$ cat src/rtl/sclic_irq_arbiter_pkg.sv
// sclic_irq_arbiter_pkg: shared field selects, attribute layout and arbiter FSM states.
package sclic_irq_arbiter_pkg;

    localparam logic [1:0] FIELD_IP   = 2'd0;
    localparam logic [1:0] FIELD_IE   = 2'd1;
    localparam logic [1:0] FIELD_ATTR = 2'd2;
    localparam logic [1:0] FIELD_CTL  = 2'd3;

    localparam int unsigned ATTR_TRIG = 0;
    localparam int unsigned ATTR_POL  = 1;
    localparam int unsigned ATTR_SHV  = 2;

    typedef struct packed {
        logic shv;
        logic pol;
        logic trig;
    } attr_t;

    typedef enum logic [1:0] {
        ST_IDLE,
        ST_OFFER,
        ST_ACK,
        ST_KILL
    } state_e;

    function automatic logic [7:0] attr_byte(attr_t a);
        return {5'b0, a};
    endfunction

endpackage

$ cat src/rtl/sclic_max_tree.sv
// sclic_max_tree: combinational pairwise max reduction over eligible sources.
//   elig_i  : per-source eligibility
//   level_i : per-source level
//   found_o : any source eligible
//   id_o    : winning index (lowest index on equal levels)
//   level_o : winning level
module sclic_max_tree #(
    parameter int unsigned NrSrc  = 64,
    parameter int unsigned LevelW = 8,
    parameter int unsigned SrcW   = $clog2(NrSrc)
) (
    input  logic [NrSrc-1:0]             elig_i,
    input  logic [NrSrc-1:0][LevelW-1:0] level_i,
    output logic                         found_o,
    output logic [SrcW-1:0]              id_o,
    output logic [LevelW-1:0]            level_o
);

    localparam int unsigned P = 1 << SrcW;

    logic [P-1:0]             f;
    logic [P-1:0][SrcW-1:0]   id;
    logic [P-1:0][LevelW-1:0] lv;

    // Node k absorbs node k+span each round; the right side only wins on a
    // strictly greater level, so lower indices win ties.
    always_comb begin
        f  = '0;
        id = '0;
        lv = '0;
        for (int k = 0; k < NrSrc; k++) begin
            f[k]  = elig_i[k];
            id[k] = SrcW'(k);
            lv[k] = level_i[k];
        end
        for (int l = 0; l < SrcW; l++) begin
            for (int k = 0; k < P; k += (2 << l)) begin
                if (f[k + (1 << l)] && (!f[k] || lv[k + (1 << l)] > lv[k])) begin
                    f[k]  = 1'b1;
                    id[k] = id[k + (1 << l)];
                    lv[k] = lv[k + (1 << l)];
                end
            end
        end
    end

    assign found_o = f[0];
    assign id_o    = id[0];
    assign level_o = lv[0];

endmodule

$ cat src/rtl/sclic_irq_arbiter.sv
// sclic_irq_arbiter: CLIC-style per-source interrupt state and highest-level offer to the core.
//   clk_i, rst_ni          : clock, async active-low reset
//   irq_src_i              : raw source lines
//   reg_*                  : register port, addr = {source, field}, field 0 ip / 1 ie / 2 attr / 3 ctl
//   thresh_i               : effective threshold from the core
//   irq_valid_o/ready_i    : offer handshake carrying irq_id_o, irq_level_o, irq_shv_o
//   irq_kill_o             : one-cycle retraction of an offer that lost eligibility
// Build option CVA6_SCLIC_SHV_EN: store attr.shv and drive irq_shv_o; otherwise both read 0.
module sclic_irq_arbiter
    import sclic_irq_arbiter_pkg::*;
#(
    parameter int unsigned NrSrc  = 64,
    parameter int unsigned LevelW = 8,
    parameter int unsigned SrcW   = $clog2(NrSrc)
) (
    input  logic              clk_i,
    input  logic              rst_ni,
    input  logic [NrSrc-1:0]  irq_src_i,
    input  logic              reg_req_i,
    input  logic              reg_we_i,
    input  logic [SrcW+1:0]   reg_addr_i,
    input  logic [7:0]        reg_wdata_i,
    output logic [7:0]        reg_rdata_o,
    output logic              reg_rvalid_o,
    input  logic [LevelW-1:0] thresh_i,
    output logic              irq_valid_o,
    output logic [SrcW-1:0]   irq_id_o,
    output logic [LevelW-1:0] irq_level_o,
    output logic              irq_shv_o,
    input  logic              irq_ready_i,
    output logic              irq_kill_o
);

    logic [SrcW-1:0]             reg_idx;
    logic [1:0]                  reg_fld;
    logic [NrSrc-1:0]            ip, ie, pol, trig, act, act_q, elig, wsel, shv_rd;
    logic [NrSrc-1:0][LevelW-1:0] ctl;
    logic                        win_found, win_found_q;
    logic [SrcW-1:0]             win_id, win_id_q, id_q;
    logic [LevelW-1:0]           win_lvl, win_lvl_q, lvl_q;
    logic [7:0]                  rd_val;
    logic                        accept, latch;
    state_e                      state_q, state_d;

    assign {reg_idx, reg_fld} = reg_addr_i;
    assign act    = irq_src_i ^ pol;
    assign accept = (state_q == ST_OFFER) && irq_ready_i;
    assign latch  = (state_q == ST_IDLE) && win_found_q;

    for (genvar k = 0; k < NrSrc; k++) begin : g_src
        assign wsel[k] = reg_req_i && reg_we_i && (reg_idx == SrcW'(k));
        assign elig[k] = ip[k] && ie[k] && (ctl[k] > thresh_i);
    end

    // Level mode mirrors the line; edge mode latches rising edges, and a new
    // edge outranks a same-cycle clear from software or from the accept.
    always_ff @(posedge clk_i or negedge rst_ni) begin
        if (!rst_ni) begin
            ip    <= '0;
            ie    <= '0;
            pol   <= '0;
            trig  <= '0;
            ctl   <= '0;
            act_q <= '0;
        end else begin
            act_q <= act;
            for (int k = 0; k < NrSrc; k++) begin
                if (wsel[k] && reg_fld == FIELD_IE)
                    ie[k] <= reg_wdata_i[0];
                if (wsel[k] && reg_fld == FIELD_ATTR) begin
                    pol[k]  <= reg_wdata_i[ATTR_POL];
                    trig[k] <= reg_wdata_i[ATTR_TRIG];
                end
                if (wsel[k] && reg_fld == FIELD_CTL)
                    ctl[k] <= LevelW'(reg_wdata_i);
                if (!trig[k])
                    ip[k] <= act[k];
                else if (act[k] && !act_q[k])
                    ip[k] <= 1'b1;
                else if (wsel[k] && reg_fld == FIELD_IP)
                    ip[k] <= reg_wdata_i[0];
                else if (accept && id_q == SrcW'(k))
                    ip[k] <= 1'b0;
            end
        end
    end

`ifdef CVA6_SCLIC_SHV_EN
    logic [NrSrc-1:0] shv;
    logic             shv_q;

    always_ff @(posedge clk_i or negedge rst_ni) begin
        if (!rst_ni) begin
            shv   <= '0;
            shv_q <= 1'b0;
        end else begin
            for (int k = 0; k < NrSrc; k++)
                if (wsel[k] && reg_fld == FIELD_ATTR)
                    shv[k] <= reg_wdata_i[ATTR_SHV];
            if (latch)
                shv_q <= shv[win_id_q];
        end
    end

    assign shv_rd    = shv;
    assign irq_shv_o = shv_q;
`else
    assign shv_rd    = '0;
    assign irq_shv_o = 1'b0;
`endif

    always_comb begin
        rd_val = '0;
        for (int k = 0; k < NrSrc; k++)
            if (reg_idx == SrcW'(k))
                rd_val = reg_fld == FIELD_IP   ? {7'b0, ip[k]} :
                         reg_fld == FIELD_IE   ? {7'b0, ie[k]} :
                         reg_fld == FIELD_ATTR ? attr_byte(attr_t'({shv_rd[k], pol[k], trig[k]})) :
                                                 8'(ctl[k]);
    end

    always_ff @(posedge clk_i or negedge rst_ni) begin
        if (!rst_ni) begin
            reg_rdata_o  <= '0;
            reg_rvalid_o <= 1'b0;
        end else begin
            reg_rvalid_o <= reg_req_i && !reg_we_i;
            if (reg_req_i && !reg_we_i)
                reg_rdata_o <= rd_val;
        end
    end

    sclic_max_tree #(
        .NrSrc  (NrSrc),
        .LevelW (LevelW),
        .SrcW   (SrcW)
    ) u_max_tree (
        .elig_i  (elig),
        .level_i (ctl),
        .found_o (win_found),
        .id_o    (win_id),
        .level_o (win_lvl)
    );

    always_ff @(posedge clk_i or negedge rst_ni) begin
        if (!rst_ni) begin
            win_found_q <= 1'b0;
            win_id_q    <= '0;
            win_lvl_q   <= '0;
        end else begin
            win_found_q <= win_found;
            win_id_q    <= win_id;
            win_lvl_q   <= win_lvl;
        end
    end

    // Ready outranks a same-cycle loss of eligibility; the ACK cycle gives the
    // ip clear time to reach the winner register before the next offer.
    always_comb begin
        state_d = state_q;
        case (state_q)
            ST_IDLE:  state_d = win_found_q ? ST_OFFER : ST_IDLE;
            ST_OFFER: state_d = irq_ready_i ? ST_ACK : (elig[id_q] ? ST_OFFER : ST_KILL);
            default:  state_d = ST_IDLE;
        endcase
    end

    always_ff @(posedge clk_i or negedge rst_ni) begin
        if (!rst_ni) begin
            state_q <= ST_IDLE;
            id_q    <= '0;
            lvl_q   <= '0;
        end else begin
            state_q <= state_d;
            if (latch) begin
                id_q  <= win_id_q;
                lvl_q <= win_lvl_q;
            end
        end
    end

    assign irq_valid_o = state_q == ST_OFFER;
    assign irq_kill_o  = state_q == ST_KILL;
    assign irq_id_o    = id_q;
    assign irq_level_o = lvl_q;

endmodule

$ cat config.mk
export PLATFORM = sky130hd
export DESIGN_NAME = sclic_irq_arbiter
export DESIGN_NICKNAME = d
export VERILOG_FILES = /design/src/rtl/sclic_irq_arbiter_pkg.sv /design/src/rtl/sclic_max_tree.sv /design/src/rtl/sclic_irq_arbiter.sv
export SDC_FILE = /design/constraint.sdc
export NUM_CORES = 2
export LEC_CHECK = 0
export ABC_AREA = 1
export ABC_CLOCK_PERIOD_IN_PS = 7800
export BUFFER_PORTS_ARGS = -buffer_cell sky130_fd_sc_hd__buf_2
export CELL_PAD_IN_SITES_DETAIL_PLACEMENT = 1
export CELL_PAD_IN_SITES_GLOBAL_PLACEMENT = 1
export CORE_MARGIN = 2
export CORE_UTILIZATION = 30
export CTS_CLUSTER_DIAMETER = 120
export DETAILED_ROUTE_END_ITERATION = 8
export HOLD_SLACK_MARGIN = 0.03
export MAX_ROUTING_LAYER = met4
export PLACE_DENSITY = 0.69
export SLEW_MARGIN = 20
export SYNTH_ARGS = -nofsm -noshare
export SYNTH_HDL_FRONTEND = slang
export SYNTH_HIERARCHICAL = 1
export SYNTH_SLANG_ARGS = --single-unit
$ cat constraint.sdc
create_clock -name clk_i -period 7.8 [get_ports clk_i]
set_input_delay 0 -clock clk_i [delete_from_list [all_inputs] [get_ports clk_i]]
set_output_delay 0 -clock clk_i [all_outputs]
set_load 0.005 [all_outputs]
==> summary by stage <==
Outcome
The run finished, with violations left. The checks that failed: negative setup slack.

Clocking
After clock tree synthesis, the clock-pin slew on the worst setup and hold paths is approximately 0.06 ns. The latest clock arrival within the worst-skew pair is roughly 0.8 ns. Clock tree synthesis inserted a total of 112 buffers. The number of H-tree branching levels is 3. No sink is reached through more buffers than the 3 on the longest clock path. TritonCTS built the clock tree. The sink count of the clock tree is slightly below 900. The clock root buffer is clkbuf_16.

Detailed routing
The length of the first detailed-routing pass in iterations is 8. The number of vias per cell after detailed routing is 5.30. The met3 wirelength from detailed routing is between 20,000 and 25,000 um.

The total via count in the routed design is between 90,000 and 100k. The highest metal layer carrying signal wires in the routed design is met4. The detailed router put a total of between 150,000 and 200,000 um of wire on met1. The residual antenna-violating net count after detailed routing is 0. Dividing the detail-routed wire length by the instance count gives approximately 25 um. After detailed routing, the met2 layer carries slightly below 200,000 um of wire. The starting DRC count in detailed routing is approximately 6,300. The DRC violations left is 0. Wires add up to 422,000 um.

Floorplanning
The number of rows in the core area is about 180. The floorplan die width is 502 um. The initial utilization of the core area, before any placement, comes to about 30%. The die extent in y is about 500 um. The number of I/O pins is approximately 120. The area enclosed by the die boundary is 252,000 um^2. The placeable core region is roughly 250,000 um^2.

Worst setup path
The cell repeated most along the worst path is nand2_1. The longest individual stage delay on the worst path is approximately 0.42 ns. Along the worst path, the maximum fanout reaches 8. The critical-path cell with the highest stage delay is dfrtp_1. The startpoint type of the worst setup path is a register. The required time at the endpoint of the critical path is approximately 8.5 ns.

STA classifies the critical path endpoint as a register. STA puts the critical path data arrival time at slightly below 10 ns. The setup path with the least slack is of type register to register.

Logic synthesis
The top cell type by area accounts for slightly below 30% of the synthesized area. The count of state elements after synthesis is just under 900. The post-synthesis area per instance is 6.90 um^2. The net count of the mapped netlist is approximately 12,000.

The distinct cell type count of the synthesized netlist is 54. Summing every instance area after synthesis gives roughly 74,000 um^2. Summing the sequential cell areas from Yosys gives between 20% and 30% of the chip area.

Sorting the synthesized cells by area gives the leading types as dfrtp_1 29%, ha_1 17%, nand2_1 16%. Summed over all instances, the cell type with the most area after synthesis is dfrtp_1. Counting flops with an async set or reset pin after synthesis yields a share of 100%.

The leading register cell type out of synthesis is dfrtp_1. Counting flops with a built-in enable in the synthesized netlist gives 0. During synthesis, Yosys emitted a total of 6 warnings. The gate count of the mapped netlist is ~11,000.

Placement
The cell area after placement is between 90,000 and 100,000 um^2. During placement, the flow inserted port buffers numbering approximately 120. The HPWL after detailed placement is 324,000 um. The routability congestion estimate is about 1.1. Once placement completed, the tool counted placed cells totaling 16,600.

Timing
The worst pin sits at a relative slew slack of between 15 and 20%. The count of pins over their slew limit is 0. The setup-violating endpoint count in the final report is 14. In the finished design, the share of the clock period the worst path needs comes to 116%. The worst clock skew on the final layout is 0.0459 ns. Setup repair after global routing could not meet its margin everywhere.

The worst path setup slack after routing is -1.23 ns. Static timing analysis puts the maximum clock frequency at roughly 110 MHz. The worst hold slack is 0.0673 ns. The transition time of the tightest slew-check pin is 1.24 ns. The number of hold violations in the final report was 0. The worst path in the final design needs a cycle of roughly 9.0 ns, including I/O delays and setup.

Layout
The fraction of the core area covered by cells at the end of the flow is roughly 45%. The top cell types in the final layout, fill and taps aside, are 2,964 x nand2_1, 2,657 x buf_4, 1,176 x inv_1, 990 x o21ai_0, 880 x ha_1. The finished layout holds between 15,000 and 20,000 standard cells, fillers aside. In the final layout, the share of cells above drive strength 1 is about a third. The final-layout fill cell count is about 31,000. The library cell used most frequently in the layout, excluding fill and tap cells, is nand2_1. After routing the design area is roughly 110,000 um^2. The footprint of the flip-flops and latches is between 20,000 and 25,000 um^2. The area growth from synthesis to layout is 50.5%. For this run, the post-layout net count is roughly 15,000. The combined area of the multi-input logic cells is between 50,000 and 60,000 um^2.

Global route
The via count of the first global-routing pass came to approximately 93,000. The global routing usage summed across all routing layers is ~33%. The global-route wire length before repair is 600,000 um. The number of antenna violations at the first check in global routing was 29. The sum of overflow across all layers after global routing is 0.

Entering global routing, the biggest net connects approximately 160 pins.

Power and ir drop
The static leakage is 55.6 nW. In this run the power density over the cells is between 100 and 150 nW/um^2. The worst-case IR drop observed on VDD is ~190 uV. The sum of internal, switching and leakage power is between 15 and 20 mW.

Job
Max-cap violations in this run came to 0.

Worst hold path
The class of the worst hold path is primary input to register.
## final cells by class
| class | count | share of cell area (%) |
|---|---|---|
| clock buffers | 157 | 2.91 |
| repair buffers | 3066 | 21.8 |
| well taps | 3312 | 3.70 |
| repair inverters | 7 | 0.0469 |
| multi-input cells | 8300 | 46.7 |
| clock inverters | 46 | 0.698 |
| flip-flops and latches | 872 | 19.5 |
| inverters | 1307 | 4.59 |
| diodes | 18 | 0.0402 |
## Yosys cell counts, drive strengths merged (8+ instances only)
cell,instances
ha,1016
a21o,8
a32o,62
mux2,10
dfrtp,872
a221oi,12
and2,152
clkbuf,219
inv,1287
nand4,264
o21bai,19
nand3b,76
a32oi,26
a31oi,12
clkinv,20
a21oi,494
or2,20
o22ai,19
xor2,64
nand2,3223
o21a,50
buf,87
o211ai,80
o21ai,1064
nand3,807
nor2,790
nor3,10
## final timing paths
kind | from | to | slack, ns | cells past startpoint
min in group asynchronous | rst_ni | ctl[403] | 0.45 | 4
max in group asynchronous | rst_ni | ctl[54] | 5.64 | 5
min reg2reg | win_lvl_q[1] | irq_level_o[1] | 0.44 | 1
max | ctl[27] | win_id_q[1] | -1.23 | 64
min | irq_src_i[28] | act_q[28] | 0.07 | 3
max reg2reg | ctl[27] | win_id_q[1] | -1.23 | 64
## worst max-delay path: cells and delay by family (launching register included)
kind | cells | cell delay [ns]
buffers and inverters | 11 | 1.37
DFF | 1 | 0.42
AOI/OAI and AO/OA | 11 | 1.50
adders and majority gates | 6 | 1.62
and+or+nand+nor | 36 | 3.92
## flip-flops by register name (all words and copies together) (netlist names)
name,flops
act_q,64
ctl,512
ie,64
ip,64
irq_id_o,6
irq_level_o,8
pol,64
reg_rdata_o,8
reg_rvalid_o,1
state_q,2
trig,64
win_found_q,1
win_id_q,6
win_lvl_q,8
## repair_timing
item,CTS,global route
setup endpoints to repair,18,21
resized for setup,122,1400
cloned,1,24
hold endpoints to repair,638,0
hold buffers,125,0
pin swaps,10,298
buffers inserted,10,141
## cells by family (layout without fill, tap and decap cells)
logic type	after synthesis	in the layout	synth area share, %
simple gates	5342	5346	30.5
compound gates	1863	1863	13.8
buf+inv	1613	4583	8.41
fa+ha+maj	1016	1016	17.1
flops	872	872	29.3
xor+xnor	64	64	0.753
mux	10	10	0.151
other cells	1	19	0.00504
## report_power, final
| part | switching, mW | internal (mW) |
|---|---|---|
| logic | 2.76 | 1.71 |
| clock network | 2.40 | 3.48 |
| registers | 0.248 | 4.73 |
| total | 5.40 | 9.91 |
## metrics by stage
| step | worst slack [ns] | TNS (ns) |
|---|---|---|
| after global placement | -2.35 | -34.25 |
| after CTS | -1.51 | -20.21 |
| after detailed placement | -2.62 | -38.43 |
| after global routing | -1.64 | -21.52 |
| final | -1.23 | -15.69 |
| after floorplan | -0.845 | -11.33 |
## per-layer routing
layer	vias to the layer above	track usage [%]
met5	-	-
met4	0	17.4
met3	907	4.30
met2	2646	52.1
met1	45400	40.5
li1	41600	-
No activity file was read; power rests on OpenSTA's default activity.
